**config.mk**
```make
export PLATFORM = sky130hd
export DESIGN_NAME = vcap_line_writer
export DESIGN_NICKNAME = d
export VERILOG_FILES = /design/src/rtl/vcap_line_writer.sv
export SDC_FILE = /design/constraint.sdc
export NUM_CORES = 1
export LEC_CHECK = 0
export ABC_AREA = 0
export BUFFER_PORTS_ARGS = -buffer_cell sky130_fd_sc_hd__buf_4
export CAP_MARGIN = 20
export CORE_AREA = 10 10 97 99
export CTS_CLUSTER_SIZE = 10
export DETAILED_ROUTE_END_ITERATION = 8
export DIE_AREA = 0 0 107 109
export PLACE_DENSITY = 0.86
export SETUP_SLACK_MARGIN = 0.2
export SLEW_MARGIN = 15
export SYNTH_ARGS = -nofsm -noshare
export SYNTH_HDL_FRONTEND = slang
export SYNTH_SLANG_ARGS = --single-unit
export TNS_END_PERCENT = 100
```
**constraint.sdc**
```tcl
create_clock -name i_ram_clk -period 2.1 [get_ports i_ram_clk]
set_clock_uncertainty 0.2 [all_clocks]
set_input_delay 0.21 -clock i_ram_clk [delete_from_list [all_inputs] [get_ports i_ram_clk]]
set_output_delay 0.21 -clock i_ram_clk [all_outputs]
set_load 0.02 [all_outputs]
```
**src/rtl/vcap_line_writer.sv**
```systemverilog
// Drains one captured line from the ram-clock line FIFO into the frame buffer in request/grant bursts.
// Builds {buffer, line, column} addresses, swaps frame buffers and flags out-of-sequence lines.
module vcap_line_writer #(
    parameter int SCR_SIZE_BIT = 11,
    parameter int BURST_LEN    = 8,
    parameter int COL_BITS     = 10,
    parameter int LINE_BITS    = 9
) (
    input  logic                              i_ram_clk,
    input  logic                              i_reset,
    input  logic                              i_fifo_active,
    input  logic [LINE_BITS-1:0]              i_fifo_line,
    input  logic [11:0]                       i_fifo_data,
    output logic                              o_fifo_next,
    output logic                              o_fifo_reset,
    input  logic [SCR_SIZE_BIT:0]             i_x_size,
    input  logic [SCR_SIZE_BIT:0]             i_y_size,
    output logic                              o_wr_req,
    input  logic                              i_wr_gnt,
    output logic [LINE_BITS+COL_BITS:0]       o_wr_addr,
    output logic [6:0]                        o_wr_len,
    input  logic                              i_wr_next,
    output logic [15:0]                       o_wr_data,
    output logic                              o_wr_last,
    output logic                              o_buf_sel,
    output logic                              o_frame_done,
    output logic                              o_line_skip,
    output logic                              o_busy
);

    localparam logic [1:0] S_IDLE  = 2'd0;
    localparam logic [1:0] S_REQ   = 2'd1;
    localparam logic [1:0] S_BURST = 2'd2;
    localparam logic [1:0] S_DONE  = 2'd3;

    // One extra bit so i_x_size + 1 never overflows the word count.
    localparam int WL_BITS = SCR_SIZE_BIT + 2;

    logic [1:0]             state;
    logic [LINE_BITS-1:0]   line_q;
    logic [LINE_BITS-1:0]   expected_q;
    logic [COL_BITS-1:0]    col_q;
    logic [WL_BITS-1:0]     words_left;
    logic [6:0]             burst_cnt;
    logic                   buf_sel_q;
    logic                   skip_q;
    logic                   fifo_reset_d;
    logic [6:0]             len_calc;
    logic                   start;
    logic                   frame_end;
    logic                   unused_y_high;

    assign len_calc  = (words_left >= WL_BITS'(BURST_LEN)) ? 7'(BURST_LEN) : words_left[6:0];
    // NOTE: upstream only drops i_fifo_active on the edge after our reset pulse, so the
    // IDLE cycle right after DONE still sees the consumed line as active and must ignore it.
    assign start     = (state == S_IDLE) && i_fifo_active && !fifo_reset_d;
    assign frame_end = (state == S_DONE) && (line_q == i_y_size[LINE_BITS-1:0]);
    assign unused_y_high = ^i_y_size[SCR_SIZE_BIT:LINE_BITS];

    // NOTE: all state here updates with non-blocking assignments so every branch sees
    // the pre-edge values of the counters it compares against.
    always_ff @(posedge i_ram_clk or posedge i_reset) begin
        if (i_reset) begin
            state        <= S_IDLE;
            line_q       <= '0;
            expected_q   <= '0;
            col_q        <= '0;
            words_left   <= '0;
            burst_cnt    <= '0;
            buf_sel_q    <= 1'b0;
            skip_q       <= 1'b0;
            fifo_reset_d <= 1'b0;
        end else begin
            fifo_reset_d <= (state == S_DONE);
            case (state)
                S_IDLE: begin
                    if (start) begin
                        state      <= S_REQ;
                        line_q     <= i_fifo_line;
                        words_left <= WL_BITS'(i_x_size) + WL_BITS'(1);
                        col_q      <= '0;
                        if (i_fifo_line != expected_q && i_fifo_line != '0)
                            skip_q <= 1'b1;
                    end
                end
                S_REQ: begin
                    if (i_wr_gnt) begin
                        burst_cnt <= len_calc;
                        state     <= S_BURST;
                    end
                end
                S_BURST: begin
                    if (i_wr_next) begin
                        burst_cnt  <= burst_cnt - 7'd1;
                        words_left <= words_left - WL_BITS'(1);
                        col_q      <= col_q + COL_BITS'(1);
                        if (burst_cnt == 7'd1)
                            state <= (words_left == WL_BITS'(1)) ? S_DONE : S_REQ;
                    end
                end
                default: begin
                    state <= S_IDLE;
                    if (frame_end) begin
                        buf_sel_q  <= ~buf_sel_q;
                        expected_q <= '0;
                    end else begin
                        expected_q <= line_q + LINE_BITS'(1);
                    end
                end
            endcase
        end
    end

    assign o_wr_req     = (state == S_REQ);
    assign o_wr_addr    = {buf_sel_q, line_q, col_q};
    assign o_wr_len     = (state == S_REQ) ? len_calc : 7'd0;
    assign o_fifo_next  = (state == S_BURST) && i_wr_next;
    assign o_wr_data    = (state == S_BURST) ? {4'h0, i_fifo_data} : 16'h0000;
    assign o_wr_last    = (state == S_BURST) && (burst_cnt == 7'd1);
    assign o_fifo_reset = (state == S_DONE);
    assign o_frame_done = frame_end;
    assign o_buf_sel    = buf_sel_q;
    assign o_line_skip  = skip_q;
    assign o_busy       = (state != S_IDLE);

endmodule
```
# --- Word-level counts from Yosys, hierarchy flattened ---
# Cells that the tools add are included.
classes:
  addsub: 5
  n_lt_le_gt_ge: 1
  eq_ne: 11
  muxes: 19
  bitwise_logic: 2
  reduce_logical: 19
ops:
  columns: ["op", "count"]
  rows:
  - ["2-to-1 mux 7 bit", 4]
  - ["2-to-1 mux 13 bit", 2]
  - ["case mux 13 bit (2 select lines)", 1]
  - ["2-to-1 mux 10 bit", 2]
  - ["case mux 10 bit (2 select lines)", 1]
  - ["case mux 7 bit (2 select lines)", 1]
  - ["adder 12 x 1 -> 13 bit, second input constant", 1]
  - ["equality test 13 x 1 -> 1 bit, second input constant", 1]
  - [">= comparator 13 x 4 -> 1 bit, second input constant", 1]
  - ["subtractor 13 x 1 -> 13 bit, second input constant", 1]
  - ["2-to-1 mux 12 bit", 1]
  - ["adder 10 x 1 -> 10 bit, second input constant", 1]
  - ["2-to-1 mux 2 bit", 5]
  - ["adder 9 x 1 -> 9 bit, second input constant", 1]
  - ["equality test 9 bit", 1]
  - ["2-to-1 mux 9 bit", 1]
  - ["inequality test 9 bit", 1]
  - ["AND reduction 3 bit", 3]
  - ["nonzero test 9 bit", 1]
  - ["equality test 7 x 1 -> 1 bit, second input constant", 1]
  - ["subtractor 7 x 1 -> 7 bit, second input constant", 1]
  - ["logical AND 1 bit", 6]
  - ["inequality test 2 bit, second input constant", 3]
  - ["case mux 2 bit (3 select lines)", 1]
  - ["other kinds (10)", 15]
word_totals:
  register_bits: 53
  output_inout_bits: 51

# --- Logic depth before layout (Yosys ltp) ---
# Gate-level depths: netlist of run 1.
depth:
  ltp_word: 5
  ltp_mapped: 7
  depth_no_buf: 6

# --- Least setup slack after synthesis of run 1 ---
# No wires, ideal clock.
synth_path:
  kind: "reg-to-output"
  from: "register words_left[9]"
  to: "output o_wr_len[0]"
  arrival_ns: 1.550
  t_required_ns: 1.690
  setup_slack_ns: 0.140
  path_stages_with_launch: 4
  path_buffers: 0
  cell_sequence: "dfrtp_1 or4_1 nor4_4 and3_1"
synth_via:
  elab_chain_len: 3
synth_rtl:
  columns: ["item", "line", "text"]
  rows:
  - ["start, declared", "43", "logic [WL_BITS-1:0] words_left;"]
  - ["start signal, assigned", "80", "words_left <= WL_BITS'(i_x_size) + WL_BITS'(1);"]
  - ["start signal, assigned", "95", "words_left <= words_left - WL_BITS'(1);"]
  - [">= comparator 13 x 4 -> 1 bit", "53", "assign len_calc = (words_left >= WL_BITS'(BURST_LEN)) ? 7'(BURST_LEN) : words_left[6:0];"]
  - ["2-to-1 mux 7 bit", "53", null]
  - ["2-to-1 mux 7 bit", "116", "assign o_wr_len = (state == S_REQ) ? len_calc : 7'd0;"]
  - ["end, declared", "21", "output logic [6:0] o_wr_len,"]
# Every way passes these cells.

# --- Final worst setup path of run 1 ---
# Same ends and word-level chain as after synthesis.

==> results.toml, run 1 <==
[synth]
syn-mean-instance-area_um2 = 8.83
synth-seq-cells = 53
synth_edf_count = 0
synth_flop_cell = "dfrtp_1"
syn-cell-area_um2 = 3420
ys_seq_area_share_pct = 38.8
yosysWarnings = 0
synth_cell_types = 58
synthCells = 387
async_reset_ff_share_pct = 100

[power]
power.density_nw_per_um2 = 1300
switching_power_mw = 3.43
intPower_mw = 3.85
clockPowerShare_pct = 8.7
power_frac_seq_pct = 25.7
ir_worst_vdd_v = 0.000532
p_leak_nw = 2.54
p_total_mw = 7.27
combPwrFrac_pct = 65.6
switching_share_pct = 47.1

[detailed_routing]
wl_per_cell_um = 22.6
wirelength_um = 15000
dr.pass1.iters = 6
num_vias = 4089
drc = 0
drtAntennaViolNets = 0
vias_per_cell = 6.16
drtIter0Drc = 387

[clock_network]
clk_latency_ps = 330
htree_levels = 2
clkTransAtPathRegs_ps = 100
root_buffer = "clkbuf_8"
cts_tree = "built"
cts_inserted_buffers = 5
clk_path_buf_depth = 2
clkSinkCount = 53

[global_route]
grt_remaining_overflow = 0
grt_pass1_vias = 3757
grt_pass1_wl_um = 18900
grt_max_degree = 54
antenna_found_initial = 0
grt_usage_pct = 19.8

[finish]
utilization_pct = 74.6
areaGrowthSynthToFinish_pct = 64.4
drive_gt1_share_pct = 51.6
fin_nets = 619
fin_area_um2 = 5610
antenna_cells = 0
final.fill_count = 466

[timing]
layout_setup_ws_ps = -247
fin_crit_ps = 2350
final.period_utilization_pct = 112
whs_ps = 35.9
finalHoldViolCount = 0
finalSetupViolCount = 15
fmax_mhz = 426
slew_headroom_pct = 54.1
grt_setup_unrepaired = "yes"
slew_viol_final = 0
tightest_slew_ps = 688

[floorplanning]
floorplan.initialDensity_pct = 45.4
core_area_um2 = 7530
rows = 32
die_area_um2 = 11700
fp.dieW_um = 107
die_y_um = 109
boundaryPins = 101

[min_path]
worstHoldPathCells = 3
hold_class = "input port to flop"
hold_start = "i_x_size[11]"
whs_endpoint = "words_left[11]"

[setup_path]
cp_slowest_cell = "or4_4"
cp-end-kind = "output port"
cp_cell_sequence = "or4_4, nor4_4, and3_2, buf_4"
regToRegEndpoint = "expected_q[5]"
arrival_ps = 1940
crit_family = "simple AND/OR/NAND/NOR gates"
rr_worst_depth = 8
cp.buffers_inverters = 1
reg2reg_from = "line_q[1]"
cp_max_fo = 5
cp.required_ps = 1690
crit_path_start_kind = "flop"
critical_path_class = "flop to output port"
ff2ff_setup_slack_ps = -80
critical_path.max_stage_delay_ps = 570

[flow_run]
cap_violations = 0

[place]
dpl-instance-area_um2 = 4360
numPortBuffers = 90
gp_congestion = 0.927
dp_hpwl_um = 7570

[status]
status = "finished, violations left"
violations = "negative setup slack"
-- sequential cells by signal, summed over array words and instances (netlist names) --
signal / cells
words_left: 13
col_q: 10
expected_q: 9
line_q: 9
burst_cnt: 7
state: 2
fifo_reset_d: 1
o_buf_sel: 1
o_line_skip: 1
-- worst max-delay path by stage --
stage / startpoint / endpoint / cells past startpoint
floorplan: words_left[9] / o_wr_len[0] / 3
global placement: words_left[9] / o_wr_len[0] / 4
detailed placement: words_left[9] / o_wr_len[2] / 4
CTS: words_left[9] / o_wr_len[0] / 4
global route: words_left[9] / o_wr_len[3] / 5
finish: words_left[9] / o_wr_len[0] / 4
-- final cells by class --
type                       instances  area [µm²]  share of cell area [%]
multi-input combinational        302        2390                    42.6
timing repair buffer             183        1610                    28.6
sequential                        53        1330                    23.8
tap                              102         128                    2.27
clock buffer                       5        68.8                    1.23
inverter                          16        61.3                    1.09
clock inverter                     3        25.0                   0.446
-- metal layers --
metal,up-vias,track usage (%),routed length [µm]
li1,1704,-,-
met1,1982,21.9,5250
met2,312,35.3,7660
met3,91,4.07,1350
met4,0,10.3,767
met5,-,0,0
-- cells in the mapped netlist (2+ instances only) --
cell       number  share of area, %
a2111oi_4       2               1.6
a211oi_1        4              0.88
a21bo_2         2              0.59
a21oi_1        18               2.6
a221o_1         3              0.88
a22oi_1         2              0.44
and2_1         12               2.2
and3_1          5              0.92
and4_1          2              0.51
buf_2           4              0.59
buf_4           9               2.0
clkbuf_1        9              0.99
dfrtp_1        53                39
ha_1            8               2.9
inv_1          15               1.6
mux2i_1         4               1.2
nand2_1        56               6.2
nand2b_1        5              0.92
nand3_1        15               2.2
nand3b_1        5               1.1
nand4_1         8               1.5
nor2_1         23               2.5
nor2b_1         3              0.55
nor3_1         10               1.5
nor4_1          5              0.92
nor4_4          2               1.2
nor4b_1         2              0.51
o211ai_1        5               1.1
o21ai_0        24               3.5
or2_2           2              0.37
or3_1           8               1.5
xnor2_1        21               5.4
xor2_1         16               4.1
-- stage by stage --
step           instances  setup TNS [ps]  setup WS, ps
2_1_floorplan        393               0           195
3_3_place_gp         591               0           101
3_5_place_dp         591               0          81.4
4_1_cts              636            -639          -189
5_1_grt              664           -2440          -284
6_report             664           -1610          -247
-- layout by cell type (no fill, tap or decap), drive strengths merged, types with 2 or more instances in the layout --
master	n
a2111oi	3
a211oi	4
a21bo	2
a21oi	19
a221o	3
a22oi	2
and2	12
and3	5
and4	2
buf	171
clkbuf	5
clkinv	2
conb	7
dfrtp	53
dlygate4sd3	12
ha	8
inv	16
mux2i	4
nand2	56
nand2b	5
nand3	15
nand3b	5
nand4	8
nor2	23
nor2b	3
nor3	10
nor4	7
nor4b	3
o211ai	5
o21ai	24
o311ai	2
or2	2
or3	8
or4b	2
xnor2	21
xor2	16
-- what timing repair did --
item / CTS / global route
endpoints found under the hold margin: 65 / 0
gates resized for setup: 41 / 140
pin swaps: 25 / 67
setup endpoints to repair: 43 / 59
hold buffers: 12 / 0
cloned: 1 / 2
buffers inserted: 24 / 26
-- cells by family after synthesis --
| kind of cell | share of synthesized area (%) |
|---|---|
| other | 0.110 |
| AND/OR/NAND/NOR | 26.0 |
| flip-flops | 38.8 |
| XOR/XNOR | 9.49 |
| adder cells (fa/ha/maj) | 2.93 |
| AO/OA/AOI/OAI | 16.0 |
| buffers and inverters | 5.42 |
| multiplexers | 1.17 |
-- power by group through the flow --
stage / clock network, mW / registers [mW] / logic [mW]
3_5_place_dp: 0 / 1.83 / 2.84
5_1_grt: 0.670 / 1.89 / 4.99
2_1_floorplan: 0 / 1.88 / 1.68
3_3_place_gp: 0 / 1.79 / 2.75
6_report: 0.636 / 1.87 / 4.77
4_1_cts: 0.608 / 1.78 / 3.38
-- tightest hold or removal path, stage by stage --
cell	delay [ps]
buf_4	90
xnor2_1	120
o211ai_1	90
Note: power is estimated with default switching activity, not from simulation.
==> run 2: changes to the inputs <==
Clock period 2.1 ns to 2 ns, I/O delays scaled along.
==> results.toml, run 2 (synthesized netlist as in run 1, its figures left out) <==
[timing]
grt_setup_unrepaired = "yes"
fin_crit_ps = 2440
finalHoldViolCount = 1
whs_ps = -1.34
finalSetupViolCount = 20
fmax_mhz = 410
finalSetupTns_ps = -2340
final.period_utilization_pct = 122
slew_viol_final = 0
layout_setup_ws_ps = -438

[setup_path]
cp_cell_sequence = "or4_4, nor4_4, buf_4, and3_4, buf_6"
critical_path.max_stage_delay_ps = 590
cp-end-kind = "output port"
cp_max_fo = 5
cp.required_ps = 1600
crit_path_start_kind = "flop"
arrival_ps = 2040
critical_path_class = "flop to output port"
cp_slowest_cell = "or4_4"

[place]
dp_cells = 596
gp_congestion = 0.883
dpl_worst_slack_ps = -14.4
numPortBuffers = 90
dp_hpwl_um = 7760

[finish]
largest_reg_flops = 13
mostFrequentLayoutCells = "buf_4, buf_6, dfrtp_1"
antenna_cells = 0
drive_gt1_share_pct = 57.3
final_common_cell = "buf_4"
areaGrowthSynthToFinish_pct = 75.4
fin_nets = 634
regMostFlops = "words_left"
largestRegisters = "words_left: 13 flops, col_q: 10 flops"
post_layout_nonfiller_instances = 678

[status]
status = "finished, violations left"
violations = "negative hold slack, negative setup slack"

[clock_network]
htree_levels = 2
cts_tree = "built"
cts_inserted_buffers = 5
root_buffer = "clkbuf_8"
clk_latency_ps = 340
clkTransAtPathRegs_ps = 100
clk_path_buf_depth = 2
clkSinkCount = 53

[detailed_routing]
drtIter0Drc = 547
dr.pass1.iters = 5
wirelength_um = 17400
drtAntennaViolNets = 0
wl_per_cell_um = 25.6
drc = 0
vias_per_cell = 6.40
num_vias = 4336

[min_path]
hold_class = "input port to flop"

[floorplanning]
fp.dieW_um = 107
boundaryPins = 101
die_y_um = 109
die_area_um2 = 11700
rows = 32
floorplan.initialDensity_pct = 45.4
core_area_um2 = 7530

[power]
switching_power_mw = 4.08
switching_share_pct = 47.6
combPwrFrac_pct = 68.8
power.density_nw_per_um2 = 1430
p_total_mw = 8.56
power_frac_seq_pct = 23.2
intPower_mw = 4.48
clockPowerShare_pct = 8.0
p_leak_nw = 2.67
ir_worst_vdd_v = 0.000632

[global_route]
antenna_found_initial = 0
grt_pass1_wl_um = 22600
grt_max_degree = 54
grt_remaining_overflow = 0
grt_usage_pct = 24.2
grt_pass1_vias = 4229

[flow_run]
cap_violations = 0
-- run 2: power groups by stage --
stage | Clock (mW) | Combinational [mW] | Sequential [mW]
after floorplan | 0 | 1.79 | 1.97
after detailed placement | 0 | 3.14 | 1.91
after global routing | 0.718 | 6.10 | 1.99
after global placement | 0 | 3.02 | 1.88
final | 0.681 | 5.89 | 1.99
after CTS | 0.637 | 4.53 | 1.85
-- run 2: cell type report --
| cell class | instances | area (µm²) |
|---|---|---|
| inverters | 16 | 65.1 |
| clock buffers | 6 | 82.6 |
| repair buffers | 199 | 1800 |
| fillers | 388 | 1540 |
| clock inverters | 1 | 7.51 |
| well taps | 102 | 128 |
| multi-input cells | 301 | 2570 |
| flip-flops and latches | 53 | 1340 |
-- run 2: critical path: cells and delay by family (launching register included) --
kind | cells | cell delay, ps
simple gates | 3 | 1000
flops | 1 | 410
buf+inv | 2 | 300
-- run 2: metal layers --
metal / wire [µm] / up-vias / global-route usage (%)
li1: - / 1732 / -
met4: 1300 / 0 / 12.1
met2: 8410 / 359 / 43.2
met5: 0 / - / 0
met1: 6040 / 2129 / 26.8
met3: 1640 / 116 / 5.25
-- run 2: worst paths after layout --
check,startpoint,end,slack (ps),depth (start not counted)
worst min register to register,burst_cnt[6],burst_cnt[6],290,1
min in group asynchronous,i_reset,line_q[3],270,4
worst max-delay path,words_left[11],o_wr_len[2],-440,5
max in group asynchronous,i_reset,burst_cnt[3],1050,4
worst min-delay path,i_x_size[11],words_left[11],-1,3
worst max register to register,words_left[11],burst_cnt[2],-140,6
-- run 2: what timing repair did --
action | in CTS | in global routing
resized for setup | 137 | 95
buffers inserted | 44 | 17
pin swaps | 56 | 37
cloned | 2 | 0
setup endpoints to repair | 56 | 74
hold buffers | 12 | 0
endpoints found under the hold margin | 64 | 0
-- run 2: through the flow --
stage,utilization [%],cell area (µm²),hold slack (ps)
2_1_floorplan,-,3470,86.6
3_3_place_gp,58.9,4440,77.5
3_5_place_dp,58.9,4440,72.7
4_1_cts,72.7,5470,19.2
5_1_grt,79.6,5990,20.3
6_report,79.6,5990,-1.34
==> run 3: changes to the inputs <==
Settings changed: CORE_AREA 10 10 97 99 to 10 10 93 95, DIE_AREA 0 0 107 109 to 0 0 103 105, PLACE_DENSITY 0.86 to 0.89.
Clock period 2 ns to 2.4 ns, I/O delays scaled along.
==> results.toml, run 3 (synthesized netlist as in run 1, its figures left out) <==
[floorplanning]
die_y_um = 105
core_area_um2 = 6760
fp.dieW_um = 103
floorplan.initialDensity_pct = 50.6
rows = 30
boundaryPins = 101
die_area_um2 = 10800

[power]
switching_share_pct = 45.8
intPower_mw = 2.65
combPwrFrac_pct = 52.7
ir_worst_vdd_v = 0.000354
power_frac_seq_pct = 34.6
p_leak_nw = 2.10
switching_power_mw = 2.24
p_total_mw = 4.89
clockPowerShare_pct = 12.8
power.density_nw_per_um2 = 1070

[clock_network]
cts_tree = "built"
cts_inserted_buffers = 5
clkTransAtPathRegs_ps = 90
clk_latency_ps = 320
htree_levels = 2
clkSinkCount = 53
clk_path_buf_depth = 2
root_buffer = "clkbuf_8"

[global_route]
grt_pass1_vias = 3369
grt_usage_pct = 18.9
antenna_found_initial = 1
grt_remaining_overflow = 0
grt_pass1_wl_um = 16700
grt_max_degree = 31

[place]
dpl-instance-area_um2 = 4190
dp_cells = 552
gp_congestion = 0.863
numPortBuffers = 90
dpl_worst_slack_ps = 284
dp_hpwl_um = 7370

[finish]
utilization_pct = 67.9
regMostFlops = "words_left"
fin_area_um2 = 4590
largest_reg_flops = 13
final_common_cell = "buf_4"
drive_gt1_share_pct = 29.5
fin_nets = 559
mostFrequentLayoutCells = "buf_4, nand2_1, dfrtp_1"
areaGrowthSynthToFinish_pct = 34.3
largestRegisters = "words_left: 13 flops, col_q: 10 flops"
post_layout_nonfiller_instances = 583

[timing]
grt_setup_unrepaired = "yes"
finalSetupViolCount = 0
final.period_utilization_pct = 98.1
layout_setup_ws_ps = 46.0
slew_headroom_pct = 57.4
tightest_slew_ps = 638
whs_ps = 9.10
fmax_mhz = 425
finalHoldViolCount = 0
fin_crit_ps = 2350
slew_viol_final = 0
finalSetupTns_ps = 0

[setup_path]
startpoint = "words_left[9]"
arrival_ps = 1910
critical_path_class = "flop to output port"
cp-end-kind = "output port"
crit_path_start_kind = "flop"
cp_max_fo = 5
reg2reg_from = "state[0]"
cp.required_ps = 1960

[detailed_routing]
wl_per_cell_um = 19.1
dr.pass1.iters = 6
wirelength_um = 11200
num_vias = 3503
drtIter0Drc = 375
drc = 0
drtAntennaViolNets = 0
vias_per_cell = 6.01

[flow_run]
cap_violations = 0

[min_path]
hold_start = "i_x_size[0]"
hold_class = "input port to flop"

[status]
status = "completed"
-- run 3: cell types whose count changed in the layout (fill, tap and decap cells not counted), sizes merged --
cell / change
clkinvlp: -1
bufinv: +1
buf: -74
clkbuf: -1
diode: +1
inv: +2
dlygate4sd3: -1
-- run 3: per-layer routing --
| layer | track usage, % | wire length, µm | vias to the layer above | part of all wire, % |
|---|---|---|---|---|
| met4 | 8.55 | 346 | 0 | 3.1 |
| met3 | 4.94 | 919 | 37 | 8.2 |
| met1 | 21.6 | 4130 | 1688 | 37 |
| met5 | 0 | 0 | - | 0 |
| li1 | - | - | 1575 | - |
| met2 | 32.0 | 5760 | 203 | 52 |
-- run 3: power by group through the flow --
stage          Clock, mW  Sequential, mW  Combinational (mW)
6_report           0.625            1.69                2.58
4_1_cts            0.629            1.62                2.35
5_1_grt            0.668            1.72                2.80
2_1_floorplan          0            1.64                1.46
3_3_place_gp           0            1.62                2.18
3_5_place_dp           0            1.64                2.27
-- run 3: cell type report --
class / count / area (µm²)
Timing Repair Buffer: 124 / 973
Clock buffer: 5 / 68.8
Antenna cell: 1 / 2.50
Sequential cell: 53 / 1330
Tap cell: 80 / 100
Clock inverter: 3 / 43.8
Inverter: 16 / 63.8
Fill cell: 459 / 2170
Multi-Input combinational cell: 301 / 2000
-- run 3: worst max-delay path, cell delays in order, from the launching register on --
cell and delay [ps]:
dfrtp_1 410, or4_4 560, nor4_4 250, and3_1 250
buf_6 130
-- run 3: repair_timing --
action / CTS / global route
buffers inserted: 3 / 8
endpoints found under the setup margin: 17 / 26
resized for setup: 5 / 16
hold buffers: 11 / 0
pin swaps: 5 / 8
endpoints found under the hold margin: 38 / 0
-- run 3: worst paths after layout --
kind / end / slack, ps / depth (start not counted)
worst max-delay path: o_wr_len[1] / 50 / 4
worst min-delay path: words_left[0] / 9 / 2
max in group asynchronous: state[1] / 960 / 4
worst max register to register: burst_cnt[3] / 320 / 6
worst min register to register: o_buf_sel / 300 / 1
min in group asynchronous: expected_q[1] / 380 / 3
